<file path="src/rtl/rng_byte_stream_gen.sv">
// Seedable Galois-LFSR random word source with a small output FIFO and a
// valid/ready stream. Each generated word advances the LFSR OUT_W steps.
module rng_byte_stream_gen #(
  parameter int                LFSR_W       = 16,
  parameter int                OUT_W        = 8,
  parameter logic [LFSR_W-1:0] TAPS         = 16'hB400,
  parameter logic [LFSR_W-1:0] DEFAULT_SEED = 16'hACE1,
  parameter int                FIFO_DEPTH   = 4
) (
  input  logic                          clk,
  input  logic                          rst_n,
  input  logic                          seed_load,
  input  logic [LFSR_W-1:0]             seed,
  input  logic                          enable,
  input  logic                          rnd_ready,
  output logic                          rnd_valid,
  output logic [OUT_W-1:0]              rnd_data,
  output logic [$clog2(FIFO_DEPTH):0]   fifo_level,
  output logic [LFSR_W-1:0]             lfsr_state
);

  localparam int PW = $clog2(FIFO_DEPTH);
  localparam int LW = PW + 1;

  typedef enum logic {RUN, RESEED} state_t;

  state_t             state;
  logic [LFSR_W-1:0]  lfsr;
  logic [LFSR_W-1:0]  next_lfsr;
  logic [OUT_W-1:0]   mem [FIFO_DEPTH];
  logic [PW-1:0]      rd_ptr;
  logic [PW-1:0]      wr_ptr;
  logic [LW-1:0]      level;
  logic               pop;
  logic               push;

  // OUT_W Galois steps unrolled into one combinational advance
  always_comb begin
    next_lfsr = lfsr;
    for (int i = 0; i < OUT_W; i++)
      next_lfsr = next_lfsr[0] ? ((next_lfsr >> 1) ^ TAPS) : (next_lfsr >> 1);
  end

  // seed_load overrides everything: no pop, no push that cycle
  assign rnd_valid = (level != '0);
  assign pop       = rnd_valid && rnd_ready && !seed_load;
  assign push      = !seed_load && (state == RUN) && enable &&
                     ((level < LW'(FIFO_DEPTH)) || pop);

  // Control FSM and LFSR; LFSR only moves when a word is pushed
  always_ff @(posedge clk or negedge rst_n) begin
    if (!rst_n) begin
      state <= RUN;
      lfsr  <= DEFAULT_SEED;
    end else if (seed_load) begin
      state <= RESEED;
      lfsr  <= (seed == '0) ? DEFAULT_SEED : seed;
    end else begin
      state <= RUN;
      if (push) lfsr <= next_lfsr;
    end
  end

  // Output FIFO: storage, wrapping pointers and occupancy; flushed on reseed
  always_ff @(posedge clk or negedge rst_n) begin
    if (!rst_n) begin
      rd_ptr <= '0;
      wr_ptr <= '0;
      level  <= '0;
      for (int i = 0; i < FIFO_DEPTH; i++) mem[i] <= '0;
    end else if (seed_load) begin
      rd_ptr <= '0;
      wr_ptr <= '0;
      level  <= '0;
    end else begin
      if (push) begin
        mem[wr_ptr] <= next_lfsr[OUT_W-1:0];
        wr_ptr      <= wr_ptr + PW'(1);
      end
      if (pop) rd_ptr <= rd_ptr + PW'(1);
      case ({push, pop})
        2'b10:   level <= level + LW'(1);
        2'b01:   level <= level - LW'(1);
        default: level <= level;
      endcase
    end
  end

  assign rnd_data   = mem[rd_ptr];
  assign fifo_level = level;
  assign lfsr_state = lfsr;

endmodule

</file>
<file path="config.mk">
export PLATFORM = sky130hd
export DESIGN_NAME = rng_byte_stream_gen
export DESIGN_NICKNAME = d
export VERILOG_FILES = /design/src/rtl/rng_byte_stream_gen.sv
export SDC_FILE = /design/constraint.sdc
export NUM_CORES = 1
export LEC_CHECK = 0
export ABC_AREA = 1
export ABC_CLOCK_PERIOD_IN_PS = 4450
export CORE_MARGIN = 2
export CORE_UTILIZATION = 45
export DETAILED_ROUTE_END_ITERATION = 6
export HOLD_SLACK_MARGIN = 0.15
export PLACE_DENSITY_LB_ADDON = 0.05
export SKIP_LAST_GASP = 1
export SLEW_MARGIN = 15
export SYNTH_ARGS = -nofsm -noshare
export SYNTH_HDL_FRONTEND = slang
export SYNTH_SLANG_ARGS = --single-unit
</file>
<file path="constraint.sdc">
create_clock -name clk -period 4.45 [get_ports clk]
set_clock_uncertainty 0.2 [all_clocks]
set_input_delay 0.89 -clock clk [delete_from_list [all_inputs] [get_ports clk]]
set_output_delay 0.89 -clock clk [all_outputs]
set_load 0.05 [all_outputs]
</file>
==> results of run 1 <==
## cells in the final DEF (no fill, tap or decap), drive strengths merged
cell / netlist / routed
nand3: 21 / 21
clkbuf: 4 / 6
clkdlybuf4s50: 0 / 47
o21ai: 35 / 35
o22ai: 9 / 9
clkinv: 1 / 2
xnor2: 7 / 7
inv: 31 / 31
ha: 4 / 4
buf: 14 / 3
a31oi: 9 / 9
nor2: 74 / 74
fa: 1 / 1
xor2: 4 / 4
dfstp: 8 / 8
dfrtp: 48 / 48
nand4: 1 / 1
bufinv: 0 / 1
nor3: 1 / 1
a21oi: 22 / 22
nand2: 91 / 91
## layout make-up
class,instances,area [um2]
Timing Repair Buffer,50,490.5
Inverter,32,120.1
Tap cell,77,96.34
Clock buffer,6,72.57
Sequential cell,56,1411
Fill cell,628,2816
Clock inverter,2,35.03
Multi-Input combinational cell,279,1380
## worst paths after layout
check | endpoint | slack (ns) | cells after the start
hold / removal | lfsr_state[11]$_DFFE_PN1P_ | 0.29 | 2
setup reg to reg | fifo_level[2]$_DFFE_PN0P_ | 2.34 | 11
setup / recovery | rnd_data[3] | 0.89 | 4
hold reg to reg | lfsr_state[11]$_DFFE_PN1P_ | 0.29 | 2
max in group asynchronous | lfsr_state[5]$_DFFE_PN1P_ | 2.76 | 2
min in group asynchronous | mem[2]$_DFFE_PN0P_ | 0.45 | 1
## worst max-delay path: stages, from the launching register on
cell and delay, ns:
dfrtp_1 0.58, inv_1 0.46, o21ai_0 0.14, o22ai_1 0.15
clkdlybuf4s50_1 0.83
## through the flow
step | hold slack, ns | cells
after floorplan | 0.2576 | 385
after global placement | 0.2748 | 494
after detailed placement | 0.2793 | 494
after CTS | 0.2965 | 502
after global routing | 0.3177 | 502
final | 0.2927 | 502
## power groups by stage
stage	logic, mW	clock network (mW)	registers (mW)
2_1_floorplan	0.361	0	0.721
3_3_place_gp	0.569	0	0.689
3_5_place_dp	0.575	0	0.691
4_1_cts	0.576	0.349	0.682
5_1_grt	0.628	0.363	0.695
6_report	0.572	0.338	0.680
## metal layers
layer / vias up / routed length [um] / GRT usage
met4: 0 / 139 / 0.07792
met5: - / 0 / 0
li1: 1320 / - / -
met1: 1247 / 3457 / 0.3054
met3: 14 / 377 / 0.03946
met2: 78 / 3312 / 0.3291
## registers in the layout, summed over array words and instances, names as in the netlist
signal and count:
fifo_level 3, mem 32, state 1, wr_ptr 2, lfsr_state 16, rd_ptr 2
## logic make-up (layout without fill, tap and decap cells)
kind of cell | after synthesis | count (layout)
adder cells (fa/ha/maj) | 5 | 5
flip-flops | 56 | 56
AO/OA/AOI/OAI | 75 | 75
buffers and inverters | 50 | 90
AND/OR/NAND/NOR | 188 | 188
XOR/XNOR | 11 | 11
==> results.md, run 1 <==
* Slew of the pin with the lowest slew margin at 0.8091 ns
* Int Power at 0.9709 mW
* Syn nets at 411
* Setup violators final at 0
* Vias post-DR at 2659
* Pin count of the biggest net entering global routing at 38
* Setup TNS Final at 0 ns
* Final-report hold violation count at 0
* IO Port Bufs at 48
* Synth area leaders: dfrtp_1, nand2_1, nor2_1
* Ys async rst share at 1.000
* Synthesis-stage register bit count at 56
* Drt first pass iters at 5
* DRC Markers at 0
* Placer congestion estimate at 0.8534
* Cell Pwr Density at 441.2 nW/um2
* Seq pwr share at 0.428
* Minimum clock period at 3.564 ns
* Clk buf depth at 2
* Nets at 450
* Fraction of layout cells with a size suffix above 1 at 0.08471
* Pre-CTS setup slack at 1.173 ns
* Arrival @ worst endpoint at 2.47 ns
* Vias per cell at 5.297
* Critical Path End Type: output port
* Leading cell types by count after synthesis: nand2_1, nor2_1, dfrtp_1
* Total power at 1.591 mW
* Post-DR wirelength/cell at 14.52 um
* Post-layout util at 0.5615
* Compound-Gate Fraction of Synth Area at 0.1381
* Synth Area in Simple Gates at 0.2617
* GR Overflow Total at 0
* # H-tree levels at 2
* Final ANT Viol Nets at 0
* Critical path required time at 3.36 ns
* Area post-placement at 3498 um2
* Number of post-CTS setup repair buffers at 0
* Reg-to-reg startpoint: fifo_level[1]$_DFFE_PN0P_
* Hold-fix buffers, CTS at 0
* Final WL at 7.287 mm
* CTS buffer count at 5
* Switching Share at 0.3897
* Hold_sp: lfsr_state[11]$_DFFE_PN1P_
* Max Fclk at 0.2806 GHz
* Xor/xnor share of the synthesized area at 0.03174
* Yosys top cell by area: dfrtp_1
* Cell row count at 29
* RSZ-0062 raised after global routing: no
* Fin worst setup slack at 0.8860 ns
* Maxcap violations at 0
* Initial antenna violation count at 0
* Die area at 7418 um2
* Tcrit/Tclk final at 0.8009
* Warnings from Yosys at 0
* Unique masters post-synth at 29
* Hold Crit Class: register to register
* CTS clock-pin slew for the worst setup and hold paths at 0.10 ns
* VDD IR-drop max at 0.2566 mV
* Leak at 1.691 nW
* Main combinational cell family by area after synthesis: simple AND/OR/NAND/NOR gates
* Most used DFF post-synth: dfrtp_1
* Count leader, synth: nand2_1
* Startpoint types: register
* Post-Syn Instances at 385
* Io pins at 49
* Crit path max fanout at 18
* Status: finished clean
* Starting density of the core at 0.4726
* Post-route cell area at 3606 um2
* Final Slew Violations at 0
* Ant. Diodes at 0
* Area Overhead vs Synth at 18.80%
* Number of synthesized flops with an enable pin at 0
* Comb power frac at 0.360
* Sink Count at 56
* Clock power share at 0.213
* Netlist Area Pre-Place at 3035 um2
* CTS tree: built
* Post-DP HPWL at 5.325 mm
* Worst slew margin at 0.4606
* Post-cts sizing count at 0
* Die width at 86.13 um
* DIE HEIGHT at 86.13 um
* Mean post-synth cell area at 7.884 um2
* Root Driver: clkbuf_8
* Multiplexer share of the synthesized area at 0
* Share of Yosys cell area claimed by the top area cell type at 0.3957
* Register area share after synthesis at 0.4650
* Total net switching power at 0.6200 mW
* GRT Total Usage at 0.2151
* Critical path class: register to output port
* Area of the core at 6422 um2
* Worst skew pair latency at 0.32 ns
* Vias in the first global route at 2482
* Critical Path Source: rd_ptr[0]$_DFFE_PN0P_
* First-pass GRT wire length at 12.33 mm
* Iter 0 DRT Violations at 114
* Area share of fa/ha/maj cells after synthesis at 0.02308
No activity file was read; power rests on OpenSTA's default activity.
==> run 2, diff against run 1 <==
--- a/config.mk
+++ b/config.mk
@@ -6,7 +6,7 @@
 export NUM_CORES = 1
 export LEC_CHECK = 0
 export ABC_AREA = 1
-export ABC_CLOCK_PERIOD_IN_PS = 4450
+export ABC_CLOCK_PERIOD_IN_PS = 2900
 export CORE_MARGIN = 2
 export CORE_UTILIZATION = 45
 export DETAILED_ROUTE_END_ITERATION = 6
==> constraint.sdc (replaced) <==
create_clock -name clk -period 2.9 [get_ports clk]
set_clock_uncertainty 0.2 [all_clocks]
set_input_delay 0.58 -clock clk [delete_from_list [all_inputs] [get_ports clk]]
set_output_delay 0.58 -clock clk [all_outputs]
set_load 0.05 [all_outputs]
==> results.md, run 2 (synthesized netlist as in run 1, its figures left out) <==
* Vias post-DR at 2600 (was 2659)
* CTS buffer count at 5 (unchanged)
* Max Fclk at 0.3853 GHz
* M1 WL at 3.424 mm (was 3.457 mm)
* Startpoint types: register (unchanged)
* Final ANT Viol Nets at 0 (unchanged)
* GRT Total Usage at 0.2172 (was 0.2151)
* IO Port Bufs at 48 (unchanged)
* RSZ-0062 raised after global routing: no (unchanged)
* Minimum clock period at 2.595 ns
* Area post-placement at 3601 um2 (was 3498 um2)
* Critical path buffer and inverter count at 2 (unchanged)
* Final-report hold violation count at 0 (unchanged)
* Clk buf depth at 2 (unchanged)
* Top Layer Used: met4 (unchanged)
* CP delay by family, top: buffers and inverters (unchanged)
* Metal3 WL at 411 um (was 377 um)
* Post-DP HPWL at 5.423 mm (was 5.325 mm)
* Post-cts sizing count at 0 (unchanged)
* Wire length on met2 at 3.457 mm (was 3.312 mm)
* Setup violators final at 0 (unchanged)
* Leak at 1.753 nW (was 1.691 nW)
* Post-route cell area at 3722 um2 (was 3606 um2)
* DRC Markers at 0 (unchanged)
* Pin count of the biggest net entering global routing at 25 (was 38)
* Maxcap violations at 0 (unchanged)
* Worst slew margin at 0.6418 (was 0.4606)
* Final WL at 7.410 mm (was 7.287 mm)
* Drt first pass iters at 5 (unchanged)
* CTS tree: built (unchanged)
* Setup TNS Final at 0 ns (unchanged)
* Tcrit/Tclk final at 0.8949
* Critical Path End Type: output port (unchanged)
* Nets at 454 (was 450)
* GR Overflow Total at 0 (unchanged)
* Cell row count at 29 (unchanged)
* Arrival @ worst endpoint at 1.82 ns (was 2.47 ns)
* Area Overhead vs Synth at 22.63% (was 18.80%)
* Die width at 86.13 um (unchanged)
* Fraction of layout cells with a size suffix above 1 at 0.1119 (was 0.08471)
* VDD IR-drop max at 0.3463 mV (was 0.2566 mV)
* Crit-path slowest cell: clkdlybuf4s50_1 (unchanged)
* CTS clock-pin slew for the worst setup and hold paths at 0.10 ns (about the same)
* Worst skew pair latency at 0.32 ns (about the same)
* Crit-path cells: inv_1, nand2_1, clkdlybuf4s50_1 (was inv_1, o21ai_0, o22ai_1, clkdlybuf4s50_1)
* Cell Pwr Density at 685.1 nW/um2 (was 441.2 nW/um2)
* Die area at 7418 um2 (unchanged)
* Starting density of the core at 0.4726 (unchanged)
* Largest register by flop count: mem (unchanged)
* Initial antenna violation count at 0 (unchanged)
* Sink Count at 56 (unchanged)
* Status: finished clean (unchanged)
* Vias in the first global route at 2595 (was 2482)
* Slew of the pin with the lowest slew margin at 0.5354 ns (was 0.8091 ns)
* Area of the core at 6422 um2 (unchanged)
* Commonest non-fill, non-tap cell in the layout: nand2_1 (unchanged)
* Root Driver: clkbuf_8 (unchanged)
* Vias per cell at 5.138 (was 5.297)
* Fin worst setup slack at 0.3047 ns (was 0.8860 ns)
* DIE HEIGHT at 86.13 um (unchanged)
* Post-layout util at 0.5796 (was 0.5615)
* Max reg flops at 32 (unchanged)
* CP max stage delay at 0.83 ns (about the same)
* Final Slew Violations at 0 (unchanged)
* Commonest cells after routing, fill and taps aside: nand2_1, nor2_1, dfrtp_1 (unchanged)
* Ant. Diodes at 0 (unchanged)
* Post-DR wirelength/cell at 14.64 um (was 14.52 um)
* Crit path max fanout at 5 (was 18)
* Io pins at 49 (unchanged)
* Iter 0 DRT Violations at 140 (was 114)
* # H-tree levels at 2 (unchanged)
* Critical path required time at 2.12 ns (was 3.36 ns)
* Pre-CTS setup slack at 0.3270 ns (was 1.173 ns)
* Placer congestion estimate at 0.8529 (was 0.8534)
* First-pass GRT wire length at 12.52 mm (was 12.33 mm)
* Critical path class: register to output port (unchanged)
* Hold Crit Class: register to register (unchanged)
## run 2: final timing paths
kind | startpoint | end | slack (ns) | cells past startpoint
worst max-delay path | fifo_level[2]$_DFFE_PN0P_ | rnd_valid | 0.30 | 3
worst min-delay path | lfsr_state[11]$_DFFE_PN1P_ | lfsr_state[11]$_DFFE_PN1P_ | 0.30 | 2
worst max register to register | fifo_level[1]$_DFFE_PN0P_ | fifo_level[2]$_DFFE_PN0P_ | 0.81 | 11
worst min register to register | lfsr_state[11]$_DFFE_PN1P_ | lfsr_state[11]$_DFFE_PN1P_ | 0.30 | 2
max in group asynchronous | rst_n | lfsr_state[15]$_DFFE_PN1P_ | 1.26 | 3
min in group asynchronous | rst_n | mem[10]$_DFFE_PN0P_ | 0.54 | 2
## run 2: repair_timing
action | 4_1_cts | 5_1_grt
hold endpoints to repair | 18 | 0
hold buffers | 1 | 0
buffers inserted | 0 | 0
## run 2: power breakdown
part	internal (mW)	switching, mW	total, mW
registers	0.933	0.105	1.04
clock network	0.256	0.263	0.519
logic	0.383	0.611	0.993
total	1.57	0.978	2.55
## run 2: metal layers
metal / global-route usage / vias up
li1: - / 1317
met1: 0.2971 / 1195
met2: 0.3531 / 78
met3: 0.03657 / 10
met4: 0.06782 / 0
met5: 0 / -
## run 2: worst register-to-register path, cell delays in order (launching register included)
cell and delay [ns]:
dfrtp_1 0.44, nor2_1 0.12, nand2_1 0.14, nand4_2 0.17
inv_1 0.07, fa_1 0.38, xnor2_1 0.22, nand2_1 0.07
inv_1 0.05, nor2_1 0.03, nand2_1 0.05, nand2_1 0.04
## run 2: per-stage QoR
stage / hold WS, ns / power [mW] / instances
finish: 0.2966 / 2.550 / 506
floorplan: 0.08441 / 1.661 / 385
detailed placement: 0.2824 / 2.050 / 497
global route: 0.3235 / 2.705 / 506
global placement: 0.2780 / 2.038 / 497
CTS: 0.3012 / 2.572 / 506
## run 2: area by class of cell
class / instances / area (um2)
tap: 77 / 96.34
fill: 607 / 2700
clock inverter: 3 / 42.54
sequential: 56 / 1411
clock buffer: 5 / 68.82
timing repair buffer: 54 / 603.1
multi-input combinational: 279 / 1380
inverter: 32 / 120.1
==> run 3, diff against run 2 <==
--- a/config.mk
+++ b/config.mk
@@ -6,14 +6,14 @@
 export NUM_CORES = 1
 export LEC_CHECK = 0
 export ABC_AREA = 1
-export ABC_CLOCK_PERIOD_IN_PS = 2900
+export ABC_CLOCK_PERIOD_IN_PS = 2250
 export CORE_MARGIN = 2
 export CORE_UTILIZATION = 45
+export CTS_CLUSTER_SIZE = 40
 export DETAILED_ROUTE_END_ITERATION = 6
 export HOLD_SLACK_MARGIN = 0.15
 export PLACE_DENSITY_LB_ADDON = 0.05
 export SKIP_LAST_GASP = 1
-export SLEW_MARGIN = 15
 export SYNTH_ARGS = -nofsm -noshare
 export SYNTH_HDL_FRONTEND = slang
 export SYNTH_SLANG_ARGS = --single-unit
==> constraint.sdc (replaced) <==
create_clock -name clk -period 2.25 [get_ports clk]
set_clock_uncertainty 0.2 [all_clocks]
set_input_delay 0.45 -clock clk [delete_from_list [all_inputs] [get_ports clk]]
set_output_delay 0.45 -clock clk [all_outputs]
set_load 0.05 [all_outputs]
==> results.md, run 3 (synthesized netlist as in run 1, its figures left out) <==
* Status: finished clean (unchanged)
* Pin count of the biggest net entering global routing at 57 (was 25)
* Vias in the first global route at 2620 (was 2595)
* Die area at 7418 um2 (unchanged)
* Final hold slack at 0.3098 ns (was 0.2966 ns)
* Hold Crit Class: register to register (unchanged)
* CTS buffer count at 5 (unchanged)
* Commonest cells after routing, fill and taps aside: nand2_1, nor2_1, dfrtp_1 (unchanged)
* Root Driver: clkbuf_8 (unchanged)
* Critical path class: register to output port (unchanged)
* Final ANT Viol Nets at 0 (unchanged)
* Slew of the pin with the lowest slew margin at 0.5180 ns (was 0.5354 ns)
* Die width at 86.13 um (unchanged)
* Placer congestion estimate at 0.8810 (was 0.8529)
* Critical Path End Type: output port (unchanged)
* Max Fclk at 0.4548 GHz
* Post-layout util at 0.6063 (was 0.5796)
* VDD IR-drop max at 0.3386 mV (was 0.3463 mV)
* Non-Filler Instances at 523 (was 506)
* CP max stage delay at 0.82 ns (was 0.83 ns)
* Tcrit/Tclk final at 0.9772
* Post-DR wirelength/cell at 14.34 um (was 14.64 um)
* Clk buf depth at 2 (unchanged)
* Leak at 1.874 nW (was 1.753 nW)
* Setup violators final at 0 (unchanged)
* Final Slew Violations at 0 (unchanged)
* DRC Markers at 0 (unchanged)
* Commonest non-fill, non-tap cell in the layout: nand2_1 (unchanged)
* Number of post-CTS setup repair buffers at 0 (unchanged)
* Area of the core at 6422 um2 (unchanged)
* Io pins at 49 (unchanged)
* Cell row count at 29 (unchanged)
* Post-route cell area at 3894 um2 (was 3722 um2)
* Max reg flops at 32 (unchanged)
* Arrival @ worst endpoint at 1.55 ns (was 1.82 ns)
* CTS clock-pin slew for the worst setup and hold paths at 0.10 ns (about the same)
* DIE HEIGHT at 86.13 um (unchanged)
* Largest register by flop count: mem (unchanged)
* Crit path max fanout at 3 (was 5)
* Crit-path cells: clkdlybuf4s50_1 (was inv_1, nand2_1, clkdlybuf4s50_1)
* Placed insts at 514 (was 497)
* Vias post-DR at 2676 (was 2600)
* Fraction of layout cells with a size suffix above 1 at 0.2085 (was 0.1119)
* Worst slew margin at 0.6541 (was 0.6418)
* RSZ-0062 raised after global routing: no (unchanged)
* Maxcap violations at 0 (unchanged)
* Critical path buffer and inverter count at 1 (was 2)
* GRT Total Usage at 0.2190 (was 0.2172)
* Fin worst setup slack at 0.05127 ns (was 0.3047 ns)
* Pre-CTS setup slack at -0.06349 ns (was 0.3270 ns)
* CTS tree: built (unchanged)
* Starting density of the core at 0.4726 (unchanged)
* Final-report hold violation count at 0 (unchanged)
* Initial antenna violation count at 0 (unchanged)
* Startpoint types: register (unchanged)
* IO Port Bufs at 48 (unchanged)
* Worst skew pair latency at 0.32 ns (about the same)
* Vias per cell at 5.117 (was 5.138)
* Cell Pwr Density at 833.4 nW/um2 (was 685.1 nW/um2)
* Iter 0 DRT Violations at 135 (was 140)
* Critical path required time at 1.60 ns (was 2.12 ns)
* Ant. Diodes at 0 (unchanged)
* Nets at 471 (was 454)
* Sink Count at 56 (unchanged)
* GR Overflow Total at 0 (unchanged)
* CP delay by family, top: buffers and inverters (unchanged)
* Area Overhead vs Synth at 28.28% (was 22.63%)
* Crit-path slowest cell: clkdlybuf4s50_1 (unchanged)
* Final WL at 7.500 mm (was 7.410 mm)
* # H-tree levels at 2 (unchanged)
* First-pass GRT wire length at 12.82 mm (was 12.52 mm)
* Area post-placement at 3787 um2 (was 3601 um2)
* Drt first pass iters at 4 (was 5)
* Post-DP HPWL at 5.531 mm (was 5.423 mm)
* Minimum clock period at 2.199 ns
run 3: cell count changes in the layout (fill, tap and decap cells not counted), moves of 3 or more:
cell             delta
buf_4              +28
buf_12              +3
o22ai_2             +8
dfrtp_1             -4
clkdlybuf4s50_1    -15
o22ai_1             -8
dfrtp_2             +4
run 3: final cells by class:
| type | count | area (um2) |
|---|---|---|
| Multi-Input combinational cell | 279 | 1433 |
| Inverter | 32 | 120.1 |
| Clock inverter | 3 | 23.77 |
| Tap cell | 77 | 96.34 |
| Timing Repair Buffer | 71 | 735.7 |
| Clock buffer | 5 | 68.82 |
| Sequential cell | 56 | 1416 |
| Fill cell | 565 | 2529 |
run 3: worst paths after layout:
check / to / slack (ns) / startpoint / cells past startpoint
max: lfsr_state[12] / 0.05 / lfsr_state[12]$_DFFE_PN0P_ / 1
min: mem[27]$_DFFE_PN0P_ / 0.31 / mem[27]$_DFFE_PN0P_ / 2
min in group asynchronous: mem[9]$_DFFE_PN0P_ / 0.46 / rst_n / 3
max reg2reg: fifo_level[2]$_DFFE_PN0P_ / 0.30 / fifo_level[1]$_DFFE_PN0P_ / 11
max in group asynchronous: lfsr_state[15]$_DFFE_PN1P_ / 1.09 / rst_n / 3
min reg2reg: mem[27]$_DFFE_PN0P_ / 0.31 / mem[27]$_DFFE_PN0P_ / 2
run 3: what timing repair did:
item                       CTS  global route
setup endpoints to repair    1             5
resized for setup            1             2
hold endpoints to repair    48             0
hold buffers                 1             0
run 3: where the power goes:
part           leakage [nW]  switching [mW]  internal, mW
clock                0.0404           0.359         0.222
sequential            0.688           0.137          1.20
combinational          1.15           0.800         0.524
total                  1.87            1.30          1.95
run 3: layer usage:
metal  routed length (um)  track usage
met5                    0            0
met3                  272      0.03465
met1                 3439       0.2950
met2                 3695       0.3679
met4                   93      0.05772
run 3: metrics by stage:
stage | power, mW | setup TNS [ns]
after floorplan | 2.172 | -0.02025
after global placement | 2.670 | -0.01878
after detailed placement | 2.692 | -0.06349
after CTS | 3.267 | 0
after global routing | 3.430 | 0
final | 3.245 | 0
